==> src/rtl/hazard_pkg.sv <==
// Shared types and helpers for the forwarding / load-use hazard unit.
//   tag_entry_t : one in-flight destination tag {valid, rd, reg_write, is_load}
//   ep_state_t  : stall-episode state used by the optional perf counters
//   FWD_NONE    : fwd_sel value meaning "use the register-file operand"
//   sel_w()     : width of a per-source forward select for a given stage count
package hazard_pkg;
  localparam int FWD_NONE = 0;
  // rd is stored at this fixed width so the struct can live in the package;
  // REG_AW must not exceed it (zero-extended on entry).
  localparam int RD_MAX_W = 8;

  typedef struct packed {
    logic                valid;
    logic [RD_MAX_W-1:0] rd;
    logic                reg_write;
    logic                is_load;
  } tag_entry_t;

  typedef enum logic {RUN = 1'b0, STALLED = 1'b1} ep_state_t;

  function automatic int sel_w(input int num_stages);
    return $clog2(num_stages + 1);
  endfunction
endpackage

==> src/rtl/fwd_hazard_unit_if.sv <==
// Bus between the ID/EX stage and the hazard unit.
//   master : ID/EX side, drives the instruction fields and flush, reads
//            fwd_sel / stall / perf counters
//   slave  : hazard unit
interface fwd_hazard_unit_if
  import hazard_pkg::*;
#(
  parameter int NUM_SRC    = 2,
  parameter int NUM_STAGES = 2,
  parameter int REG_AW     = 5,
  parameter int CNT_W      = 32
);
  localparam int SEL_W = sel_w(NUM_STAGES);

  logic                      id_ex_valid;
  logic [NUM_SRC*REG_AW-1:0] id_ex_rs;
  logic [NUM_SRC-1:0]        id_ex_rs_used;
  logic [REG_AW-1:0]         id_ex_rd;
  logic                      id_ex_reg_write;
  logic                      id_ex_is_load;
  logic                      flush;
  logic [NUM_SRC*SEL_W-1:0]  fwd_sel;
  logic                      stall;
  logic [CNT_W-1:0]          stall_cycles;
  logic [CNT_W-1:0]          stall_events;

  modport master (
    output id_ex_valid, id_ex_rs, id_ex_rs_used, id_ex_rd, id_ex_reg_write,
           id_ex_is_load, flush,
    input  fwd_sel, stall, stall_cycles, stall_events
  );

  modport slave (
    input  id_ex_valid, id_ex_rs, id_ex_rs_used, id_ex_rd, id_ex_reg_write,
           id_ex_is_load, flush,
    output fwd_sel, stall, stall_cycles, stall_events
  );
endinterface

==> src/rtl/fwd_tag_pipe.sv <==
// Registered shift pipeline of in-flight destination tags, one entry per
// post-EX stage (entry 1 = EX/MEM, entry NUM_STAGES = oldest).
//   clk, rst  : clock, async active-high reset (all entries invalid)
//   in_valid  : ID/EX holds a real instruction
//   stall     : ID/EX is held this cycle -> bubble into entry 1
//   flush     : ID/EX is killed this cycle -> bubble into entry 1
//   in_tag    : tag of the ID/EX instruction
//   tags      : current entries 1..NUM_STAGES
module fwd_tag_pipe
  import hazard_pkg::*;
#(
  parameter int NUM_STAGES = 2
) (
  input  logic                        clk,
  input  logic                        rst,
  input  logic                        in_valid,
  input  logic                        stall,
  input  logic                        flush,
  input  tag_entry_t                  in_tag,
  output tag_entry_t [NUM_STAGES:1]   tags
);
  tag_entry_t [NUM_STAGES:1] tag_q, tag_d;

  always_comb begin
    tag_d    = tag_q;
    tag_d[1] = '0;
    if (in_valid && !stall && !flush) begin
      tag_d[1]       = in_tag;
      tag_d[1].valid = 1'b1;
    end
    for (int k = 2; k <= NUM_STAGES; k++) tag_d[k] = tag_q[k-1];
  end

  always_ff @(posedge clk or posedge rst) begin
    if (rst) tag_q <= '0;
    else     tag_q <= tag_d;
  end

  assign tags = tag_q;
endmodule

==> src/rtl/fwd_hazard_unit.sv <==
// Forwarding and load-use hazard unit for the RV32 pipeline.
//   clk, rst : clock, async active-high reset
//   bus      : fwd_hazard_unit_if.slave (ID/EX fields in; fwd_sel, stall,
//              stall_cycles, stall_events out)
// fwd_sel/stall are combinational from the registered tags and the current
// ID/EX fields. Build option HAZARD_PERF_EN adds saturating stall_cycles /
// stall_events counters; without it both read 0.
module fwd_hazard_unit
  import hazard_pkg::*;
#(
  parameter int NUM_SRC    = 2,
  parameter int NUM_STAGES = 2,
  parameter int LOAD_STAGE = 2,
  parameter int REG_AW     = 5,
  parameter int CNT_W      = 32
) (
  input logic              clk,
  input logic              rst,
  fwd_hazard_unit_if.slave bus
);
  localparam int SEL_W = sel_w(NUM_STAGES);

  tag_entry_t                      in_tag;
  tag_entry_t [NUM_STAGES:1]       tags;
  logic [NUM_SRC-1:0]              load_use;
  logic [NUM_SRC-1:0][SEL_W-1:0]   fwd_sel_w;
  logic                            stall;

  always_comb begin
    in_tag           = '0;
    in_tag.valid     = bus.id_ex_valid;
    in_tag.rd        = RD_MAX_W'(bus.id_ex_rd);
    in_tag.reg_write = bus.id_ex_reg_write;
    in_tag.is_load   = bus.id_ex_is_load;
  end

  fwd_tag_pipe #(.NUM_STAGES(NUM_STAGES)) u_tags (
    .clk      (clk),
    .rst      (rst),
    .in_valid (bus.id_ex_valid),
    .stall    (stall),
    .flush    (bus.flush),
    .in_tag   (in_tag),
    .tags     (tags)
  );

  for (genvar i = 0; i < NUM_SRC; i++) begin : g_src
    logic [REG_AW-1:0] rs;
    logic [SEL_W-1:0]  sel;
    logic              hit_load;

    assign rs = bus.id_ex_rs[i*REG_AW +: REG_AW];

    // Scan oldest to youngest so the youngest match overwrites older ones.
    always_comb begin
      sel      = SEL_W'(FWD_NONE);
      hit_load = 1'b0;
      for (int k = NUM_STAGES; k >= 1; k--) begin
        if (tags[k].valid && tags[k].reg_write && tags[k].rd != '0 &&
            tags[k].rd == RD_MAX_W'(rs) && bus.id_ex_rs_used[i]) begin
          sel      = SEL_W'(k);
          hit_load = tags[k].is_load && (k < LOAD_STAGE);
        end
      end
    end

    assign load_use[i]  = hit_load;
    assign fwd_sel_w[i] = sel;
  end

  assign stall       = bus.id_ex_valid & ~bus.flush & (|load_use);
  assign bus.stall   = stall;
  assign bus.fwd_sel = fwd_sel_w;

`ifdef HAZARD_PERF_EN
  ep_state_t        state_q, state_d;
  logic [CNT_W-1:0] stall_cycles_q, stall_cycles_d;
  logic [CNT_W-1:0] stall_events_q, stall_events_d;

  always_comb begin
    state_d        = state_q;
    stall_cycles_d = stall_cycles_q;
    stall_events_d = stall_events_q;
    case (state_q)
      RUN: if (stall) begin
        state_d = STALLED;
        if (stall_events_q != '1) stall_events_d = stall_events_q + CNT_W'(1);
      end
      STALLED: if (!stall) state_d = RUN;
      default: state_d = RUN;
    endcase
    if (stall && stall_cycles_q != '1) stall_cycles_d = stall_cycles_q + CNT_W'(1);
  end

  always_ff @(posedge clk or posedge rst) begin
    if (rst) begin
      state_q        <= RUN;
      stall_cycles_q <= '0;
      stall_events_q <= '0;
    end else begin
      state_q        <= state_d;
      stall_cycles_q <= stall_cycles_d;
      stall_events_q <= stall_events_d;
    end
  end

  assign bus.stall_cycles = stall_cycles_q;
  assign bus.stall_events = stall_events_q;
`else
  assign bus.stall_cycles = {CNT_W{1'b0}};
  assign bus.stall_events = {CNT_W{1'b0}};
`endif
endmodule

==> src/flat_wrapper.sv <==
// flat-port wrapper written by rule: the top's interface ports become plain ports
module fwd_hazard_unit_flat import hazard_pkg::*;
#(
  parameter int NUM_SRC    = 2,
  parameter int NUM_STAGES = 2,
  parameter int LOAD_STAGE = 2,
  parameter int REG_AW     = 5,
  parameter int CNT_W      = 32
)
  (clk, rst, bus_id_ex_valid, bus_id_ex_rs, bus_id_ex_rs_used, bus_id_ex_rd, bus_id_ex_reg_write, bus_id_ex_is_load, bus_flush, bus_fwd_sel, bus_stall, bus_stall_cycles, bus_stall_events);
  fwd_hazard_unit_if #(.NUM_SRC(NUM_SRC), .NUM_STAGES(NUM_STAGES), .REG_AW(REG_AW), .CNT_W(CNT_W)) bus_i ();
  input logic clk;
  input logic rst;
  input wire logic [$bits(bus_i.id_ex_valid)-1:0] bus_id_ex_valid;
  input wire logic [$bits(bus_i.id_ex_rs)-1:0] bus_id_ex_rs;
  input wire logic [$bits(bus_i.id_ex_rs_used)-1:0] bus_id_ex_rs_used;
  input wire logic [$bits(bus_i.id_ex_rd)-1:0] bus_id_ex_rd;
  input wire logic [$bits(bus_i.id_ex_reg_write)-1:0] bus_id_ex_reg_write;
  input wire logic [$bits(bus_i.id_ex_is_load)-1:0] bus_id_ex_is_load;
  input wire logic [$bits(bus_i.flush)-1:0] bus_flush;
  output wire logic [$bits(bus_i.fwd_sel)-1:0] bus_fwd_sel;
  output wire logic [$bits(bus_i.stall)-1:0] bus_stall;
  output wire logic [$bits(bus_i.stall_cycles)-1:0] bus_stall_cycles;
  output wire logic [$bits(bus_i.stall_events)-1:0] bus_stall_events;
  assign bus_i.id_ex_valid = bus_id_ex_valid;
  assign bus_i.id_ex_rs = bus_id_ex_rs;
  assign bus_i.id_ex_rs_used = bus_id_ex_rs_used;
  assign bus_i.id_ex_rd = bus_id_ex_rd;
  assign bus_i.id_ex_reg_write = bus_id_ex_reg_write;
  assign bus_i.id_ex_is_load = bus_id_ex_is_load;
  assign bus_i.flush = bus_flush;
  assign bus_fwd_sel = bus_i.fwd_sel;
  assign bus_stall = bus_i.stall;
  assign bus_stall_cycles = bus_i.stall_cycles;
  assign bus_stall_events = bus_i.stall_events;
  fwd_hazard_unit #(.NUM_SRC(NUM_SRC), .NUM_STAGES(NUM_STAGES), .LOAD_STAGE(LOAD_STAGE), .REG_AW(REG_AW), .CNT_W(CNT_W)) u_core (.clk(clk), .rst(rst), .bus(bus_i));
endmodule
==> config.mk <==
export PLATFORM = sky130hd
export DESIGN_NAME = fwd_hazard_unit_flat
export DESIGN_NICKNAME = d
export VERILOG_FILES = /design/src/rtl/hazard_pkg.sv /design/src/rtl/fwd_hazard_unit_if.sv /design/src/rtl/fwd_tag_pipe.sv /design/src/rtl/fwd_hazard_unit.sv /design/src/flat_wrapper.sv
export SDC_FILE = /design/constraint.sdc
export NUM_CORES = 1
export LEC_CHECK = 0
export BUFFER_PORTS_ARGS = -buffer_cell sky130_fd_sc_hd__buf_2
export CAP_MARGIN = 20
export CORE_ASPECT_RATIO = 1.4
export CORE_MARGIN = 1.5
export CORE_UTILIZATION = 40
export CTS_CLUSTER_SIZE = 12
export DETAILED_ROUTE_END_ITERATION = 10
export GPL_ROUTABILITY_DRIVEN = 0
export PLACE_DENSITY = 0.78
export REMOVE_ABC_BUFFERS = 1
export SYNTH_ARGS = -nofsm -noshare
export SYNTH_HDL_FRONTEND = slang
export SYNTH_SLANG_ARGS = --single-unit
==> constraint.sdc <==
create_clock -name clk -period 1.7 [get_ports clk]
set_input_delay 0.17 -clock clk [delete_from_list [all_inputs] [get_ports clk]]
set_output_delay 0.17 -clock clk [all_outputs]
set_load 0.01 [all_outputs]
After elaboration in Yosys (flattened, before gate mapping)
Index checks and enable logic that the tools add are counted.
{ "classes": {"mux": 7, "eq_ne": 4, "reduce_logical": 19, "n_bitwise": 3} }
{ "op_table": {"columns": ["operator", "count"], "rows": [
  ["equality test 8 x 5 -> 1 bit", 4],
  ["nonzero test 8 bit", 2],
  ["logical AND 1 bit", 14],
  ["2-to-1 mux 11 bit", 1],
  ["2-to-1 mux 2 bit", 4],
  ["bitwise AND 1 bit", 2],
  ["zero test 1 bit", 2],
  ["2-to-1 mux 1 bit", 2],
  ["OR reduction 2 bit", 1],
  ["NOT 1 bit", 1]
]} }
{ "word_totals": {"out_inout_bits": 69, "register_bits": 21, "inputBits": 23, "wordCells": 40} }

Depth between registers and ports, before layout
Gate-level depths: netlist of the first run.
{ "logic_depth": {"depth_word": 11, "ltp_mapped": 5, "depth_no_buf": 5} }

Modules after synthesis
Synthesis of the first run repeated with hierarchy kept, for this count alone.
{ "unflattened": {"cells_unflattened": 158, "area_unflattened_um2": 1569.0} }
{ "by_module_without_submodules": {"columns": ["mod", "cells_each", "area_each_um2", "n_inst"], "rows": [
  ["fwd_hazard_unit", 110, 804.5, 1],
  ["fwd_tag_pipe", 48, 764.5, 1]
]} }

Worst setup path after synthesis of the first run
Ideal clock, no wire load.
{ "synth_path": {"path_kind": "flip-flop to output port", "from": "reg u_core.u_tags.tag_q (netlist bit u_core.u_tags.tags[3])", "to": "out bus_fwd_sel[1]", "stages_incl_launch_ff": 5, "setup_slack_ns": 0.047, "arrival_time_ns": 1.483, "cell_sequence": "dfrtp_1 -> or3_1 -> o311a_1 -> and2_4 -> nor3_2"} }
{ "synth_via": {"elab_chain_len": 5} }
{ "synth_rtl": {"columns": ["element", "line_no", "rtl"], "rows": [
  ["start: declaration", "fwd_tag_pipe.sv:22", "tag_entry_t [NUM_STAGES:1] tag_q, tag_d;"],
  ["start signal: assignment", "fwd_tag_pipe.sv:36", "else tag_q <= tag_d;"],
  ["nonzero test 8 bit", "fwd_hazard_unit.sv:59", "if (tags[k].valid && tags[k].reg_write && tags[k].rd != '0 &&"],
  ["logical AND 1 bit", "fwd_hazard_unit.sv:59", null],
  ["logical AND 1 bit *", "fwd_hazard_unit.sv:59", null],
  ["logical AND 1 bit *", "fwd_hazard_unit.sv:60", "tags[k].rd == RD_MAX_W'(rs) && bus.id_ex_rs_used[i]) begin"],
  ["2-to-1 mux 2 bit *", "fwd_hazard_unit.sv:59", null],
  ["end: declaration", "flat_wrapper.sv:21", "output wire logic [$bits(bus_i.fwd_sel)-1:0] bus_fwd_sel;"]
]} }
Mark *: on every way between the ends. The rest lies on a longest branch, timed or not.

Final worst setup path of the first run
{ "layout_path": {"from": "reg u_core.u_tags.tag_q (netlist bit u_core.u_tags.tags[3])", "to": "out bus_stall"} }
{ "layout_via": {"elab_chain_len": 7} }
{ "layout_rtl": {"columns": ["element", "line_no", "rtl"], "rows": [
  ["nonzero test 8 bit", "fwd_hazard_unit.sv:59", null],
  ["logical AND 1 bit (2 in a row)", "fwd_hazard_unit.sv:59", null],
  ["logical AND 1 bit", "fwd_hazard_unit.sv:60", null],
  ["2-to-1 mux 1 bit", "fwd_hazard_unit.sv:59", null],
  ["OR reduction 2 bit *", "fwd_hazard_unit.sv:71", "assign stall = bus.id_ex_valid & ~bus.flush & (|load_use);"],
  ["bitwise AND 1 bit *", "fwd_hazard_unit.sv:71", null],
  ["end: declaration", "flat_wrapper.sv:22", "output wire logic [$bits(bus_i.stall)-1:0] bus_stall;"]
]} }
Marked as above.

==> flow_summary.yaml, run 1 <==
sta:
  finalCritPeriodShare_pct: 114.8
  finalSetupViolCount: 5
  worstMarginPinSlew_ps: 534.9
  max_freq_mhz: 512.2
  grt_setup_unrepaired: "true"
  min_period_ps: 1952
  setup_slack_ps: -252.2
  worst_slew_margin_rel_pct: 64.30
  hold_viol: 0
  hold_slack_ps: 130.0
  skew_ps: 1.090
  drv_slew: 0
final_layout:
  syn_to_final_growth_pct: 6.761
  layout-drive-gt1-share_pct: 25.43
  nFillCells: 304
  final_nets: 197
  largest_reg_flops: 15
  fin_cells: 210
  diodes: 0
  stdcell_area_um2: 1324
cts:
  cts_made_buffers: 3
  cts.clk_slew.worst_paths_ps: 60
  clk_latency_ps: 240
  h-tree-depth: 1
  cts_sinks: 15
  cts_root_buffer: "clkbuf_8"
  clock_path_buffers: 2
  cts_tree: "built"
grt:
  grt_usage_pct: 11.45
  grt_antenna_before_repair: 0
  grt_pass1_vias: 715
  grt-ovfl-total: 0
  grt_pass1_wl_um: 2877
  grt_max_degree: 16
placement:
  dpl-instance-area_um2: 1211
  io_buffers: 27
  placedCellCount: 203
  dp_hpwl_um: 1622
worst_setup_path:
  critPathLaunchType: "flop"
  timing.rr.start: "u_core.u_tags.tags[3]$_DFF_PP0_"
  cp.arrival_ps: 1780
  critical_path_class: "reg2out"
  cp-startpoint: "u_core.u_tags.tags[3]$_DFF_PP0_"
  worstPathRequired_ps: 1530
  crit_fanout: 3
  cp-end-kind: "output pin"
floorplan:
  die_h_um: 68.88
  rows: 23
  die_width_um: 50.06
  die-area_um2: 3448
  core-area_um2: 2907
  boundaryPins: 92
  initial_utilization_pct: 42.66
pwr:
  pwr-share-seq_pct: 45.9
  combPwrFrac_pct: 20.2
  power_density_nw_per_um2: 630.5
  p_clk_share_pct: 33.9
  power_mw: 0.8346
  internal_power_mw: 0.5925
  ir_worst_vdd_mv: 0.2494
  p_leak_nw: 0.7988
  p_sw_mw: 0.2422
  p_sw_share_pct: 29.01
synth:
  synth_seq_cells: 15
  async_flop_share_pct: 100.0
  yosys_warnings: 0
  yosysSeqAreaShare_pct: 30.27
  syn_inst: 136
  synthFlopType: "dfrtp_1"
  netlist_area_um2: 1240
  synthTopCellsByCount: "buf_4 (64), xor2_1 (16), dfrtp_1 (15), nand2_1 (7), nor2_1 (7)"
  syn_avg_cell_area_um2: 9.117
  synth_top_area_cell: "buf_4"
  synth_most_common_cell: "buf_4"
  synth_edf_count: 0
  synth_area_leaders: "buf_4 (39%), dfrtp_1 (30%), xor2_1 (11%)"
  synthDistinctLibCells: 21
  synth_top_cell_area_share_pct: 38.75
worst_hold_path:
  min_from: "bus_id_ex_rd[1]"
  hp-class: "in2reg"
detailed_routing:
  drtIter0Drc: 10
  drtAntennaViolNets: 0
  wl_per_cell_um: 9.200
  dr.pass1.iters: 2
  vias: 793
  via_per_inst: 3.776
  drt_drc_violations_left: 0
  wl_um: 1932
outcome:
  status: "finished, violations left"
  violations: "setup timing"
flow_run:
  drv_cap: 0
[through the flow]
stage / worst slack, ps / utilization [%] / setup TNS [ps]
after floorplan: 46.61 / - / 0
after global placement: -57.20 / 41.67 / -136.3
after detailed placement: -56.24 / 41.67 / -119.9
after CTS: -283.6 / 44.64 / -999.3
after global routing: -372.6 / 45.54 / -1732
final: -252.2 / 45.54 / -942.4
[per-layer routing]
metal  vias to the layer above  GRT usage [%]  part of all wire (%)
li1                        376              -                     -
met1                       344          11.80                    36
met2                        69          21.38                    49
met3                         4         0.6466                    12
met4                         0          9.375                   2.5
met5                         -              0                     0
[logic make-up (layout without fill, tap and decap cells)]
group,count (synthesis),in the layout,share of synthesized area (%)
simple gates,31,31,13.72
buf+inv,66,40,39.35
xor+xnor,20,20,14.13
other cells,1,64,0.3024
compound gates,3,3,2.220
flops,15,15,30.27
[critical path, stage by stage (launching register included)]
cell and delay, ps:
dfrtp_1 410, buf_6 130, xor2_1 140, nor4_1 230
and3_1 230, o211a_4 160, and2_4 130, buf_6 90
[power by group through the flow]
stage	clock network [mW]	logic (mW)	registers, mW
2_1_floorplan	0	0.109	0.388
3_3_place_gp	0	0.158	0.388
3_5_place_dp	0	0.158	0.389
4_1_cts	0.286	0.164	0.383
5_1_grt	0.303	0.191	0.384
6_report	0.283	0.169	0.383
[path summary, 6_finish.rpt]
path	slack [ps]	to	cells after the start
setup / recovery	-250	bus_stall	7
hold / removal	130	u_core.u_tags.tags[3]$_DFF_PP0_	3
setup reg to reg	80	u_core.u_tags.tags[2]$_DFF_PP0_	7
hold reg to reg	380	u_core.u_tags.tags[12]$_DFF_PP0_	0
max in group asynchronous	840	u_core.u_tags.tags[12]$_DFF_PP0_	3
min in group asynchronous	510	u_core.u_tags.tags[6]$_DFF_PP0_	3
[what timing repair did]
item                                    CTS  global route
resized for setup                         3             5
hold buffers                              1             0
endpoints found under the setup margin    5            13
buffers inserted                          2             0
pin swaps                                10             7
hold endpoints to repair                 15             0
[cell usage in the layout, fill, tap and decap left out]
master and n:
nand3_1 2, buf_4 5, clkbuf_1 1, or4_1 1, nor4_2 1, xor2_1 16, dfrtp_1 15, nor3_2 2
buf_2 24, nor2_1 7, o311a_1 1, or3_1 1, buf_6 5, dlygate4sd3_1 1, and3_1 2, and2_4 3
nand2_1 7, nor2b_1 2, conb_1 64, o211a_4 1, o211ai_1 1, inv_1 1, clkbuf_8 3, xnor2_1 4
nor4_1 3
[layout make-up]
class	count	area [um2]	area share [%]
repair buffers	35	224.0	16.92
flip-flops and latches	15	375.4	28.36
inverters	1	3.754	0.2836
clock buffers	4	45.04	3.403
multi-input cells	118	629.4	47.54
well taps	37	46.29	3.497
No activity file was read; power rests on OpenSTA's default activity.
==> run 2: changes to the inputs <==
--- a/config.mk
+++ b/config.mk
@@ -8,12 +8,13 @@
 export BUFFER_PORTS_ARGS = -buffer_cell sky130_fd_sc_hd__buf_2
 export CAP_MARGIN = 20
 export CORE_ASPECT_RATIO = 1.4
-export CORE_MARGIN = 1.5
+export CORE_MARGIN = 2
 export CORE_UTILIZATION = 40
 export CTS_CLUSTER_SIZE = 12
 export DETAILED_ROUTE_END_ITERATION = 10
 export GPL_ROUTABILITY_DRIVEN = 0
 export PLACE_DENSITY = 0.78
+export RECOVER_POWER = 25
 export REMOVE_ABC_BUFFERS = 1
 export SYNTH_ARGS = -nofsm -noshare
 export SYNTH_HDL_FRONTEND = slang
==> flow_summary.yaml, run 2 (synthesized netlist as in run 1, its figures left out) <==
grt:
  grt_antenna_before_repair: 0
  met2_usage_pct: 17.46
  grtUsageMet1_pct: 13.99
  grt_max_degree: 16
  met3_usage_pct: 2.137
  busiest_layer: "met2"
  grt-ovfl-total: 0
  grt_pass1_wl_um: 3001
  grt_usage_pct: 11.40
  grt_pass1_vias: 658
detailed_routing:
  drtAntennaViolNets: 0
  via_per_inst: 3.752
  wl_um: 2015
  wl_per_cell_um: 9.595
  vias: 788
  drtIter0Drc: 5
  drt_drc_violations_left: 0
  dr.pass1.iters: 3
final_layout:
  mostFrequentLayoutCells: "conb_1 (64), buf_2 (25), xor2_1 (16)"
  largest_reg_flops: 15
  final_common_cell: "conb_1"
  syn_to_final_growth_pct: 5.247
  finish.utilization_pct: 44.90
  final_nets: 197
  fin_cells: 210
  diodes: 0
  layout-drive-gt1-share_pct: 24.28
flow_run:
  drv_cap: 0
worst_setup_path:
  cp.arrival_ps: 1780
  crit_fanout: 4
  critical_path_class: "reg2out"
  critPathLaunchType: "flop"
  worstPathRequired_ps: 1530
  cp-end-kind: "output pin"
cts:
  clk_latency_ps: 240
  cts_made_buffers: 3
  clock_path_buffers: 2
  cts.clk_slew.worst_paths_ps: 60
  cts_root_buffer: "clkbuf_8"
  h-tree-depth: 1
  cts_sinks: 15
  cts_tree: "built"
placement:
  dp_hpwl_um: 1677
  placedCellCount: 202
  post-place-ws_ps: -69.31
  io_buffers: 27
pwr:
  combPwrFrac_pct: 20.3
  p_leak_nw: 0.7899
  p_sw_share_pct: 28.63
  p_sw_mw: 0.2372
  ir_worst_vdd_mv: 0.3611
  pwr-share-seq_pct: 46.2
  power_density_nw_per_um2: 634.8
  p_clk_share_pct: 33.6
  internal_power_mw: 0.5912
sta:
  drv_slew: 0
  hold_slack_ps: 131.9
  setup_slack_ps: -246.8
  min_period_ps: 1947
  hold_viol: 0
  skew_ps: 0.9413
  worst_slew_margin_rel_pct: 64.12
  finalSetupViolCount: 5
  finalCritPeriodShare_pct: 114.5
  worstMarginPinSlew_ps: 537.6
  max_freq_mhz: 513.7
  grt_setup_unrepaired: "true"
outcome:
  status: "finished, violations left"
  violations: "setup timing"
floorplan:
  initial_utilization_pct: 42.66
  die_width_um: 51.06
  boundaryPins: 92
  die_h_um: 69.88
  die-area_um2: 3567
  rows: 23
  core-area_um2: 2907
worst_hold_path:
  hp-class: "in2reg"
-- run 2: layout make-up --
cell class	count	area, um2
flip-flops and latches	15	375.4
inverters	1	3.754
clock buffers	4	45.04
repair buffers	35	210.2
fillers	313	1602
well taps	37	46.29
multi-input cells	118	624.3
-- run 2: per-layer routing --
| layer | vias to the layer above | share of wire, % |
|---|---|---|
| li1 | 375 | - |
| met1 | 344 | 38 |
| met3 | 2 | 13 |
| met4 | 0 | 1.7 |
| met2 | 67 | 47 |
| met5 | - | 0 |
-- run 2: final timing paths --
kind	startpoint	to	slack (ps)	cells after the start
setup / recovery	u_core.u_tags.tags[5]$_DFF_PP0_	bus_stall	-250	6
hold / removal	bus_id_ex_is_load	u_core.u_tags.tags[0]$_DFF_PP0_	130	3
setup reg to reg	u_core.u_tags.tags[3]$_DFF_PP0_	u_core.u_tags.tags[5]$_DFF_PP0_	120	5
hold reg to reg	u_core.u_tags.tags[1]$_DFF_PP0_	u_core.u_tags.tags[12]$_DFF_PP0_	380	0
max in group asynchronous	rst	u_core.u_tags.tags[17]$_DFF_PP0_	840	3
min in group asynchronous	rst	u_core.u_tags.tags[6]$_DFF_PP0_	510	3
-- run 2: power by group through the flow --
stage | Clock (mW) | Sequential (mW) | Combinational [mW]
finish | 0.278 | 0.383 | 0.168
global route | 0.305 | 0.384 | 0.186
CTS | 0.288 | 0.383 | 0.162
detailed placement | 0 | 0.390 | 0.157
global placement | 0 | 0.389 | 0.156
floorplan | 0 | 0.388 | 0.109
-- run 2: timing repair --
action,in CTS,in global routing
hold buffers,1,0
resized for setup,2,3
hold endpoints to repair,15,0
pin swaps,9,4
setup buffers,2,1
setup endpoints to repair,5,13
-- run 2: critical path, stage by stage (launching register included) --
cell     delay, ps
dfrtp_1        420
xor2_1         160
nor4_1         300
and3_1         250
o211a_4        170
and2_1         120
buf_2          120
-- run 2: metrics by stage --
| step | TNS [ps] | area, um2 | total power [mW] |
|---|---|---|---|
| finish | -875.8 | 1305 | 0.8284 |
| global route | -1330 | 1305 | 0.8751 |
| CTS | -983.9 | 1286 | 0.8333 |
| detailed placement | -166.8 | 1204 | 0.5465 |
| global placement | -132.0 | 1204 | 0.5443 |
| floorplan | 0 | 992.2 | 0.4967 |
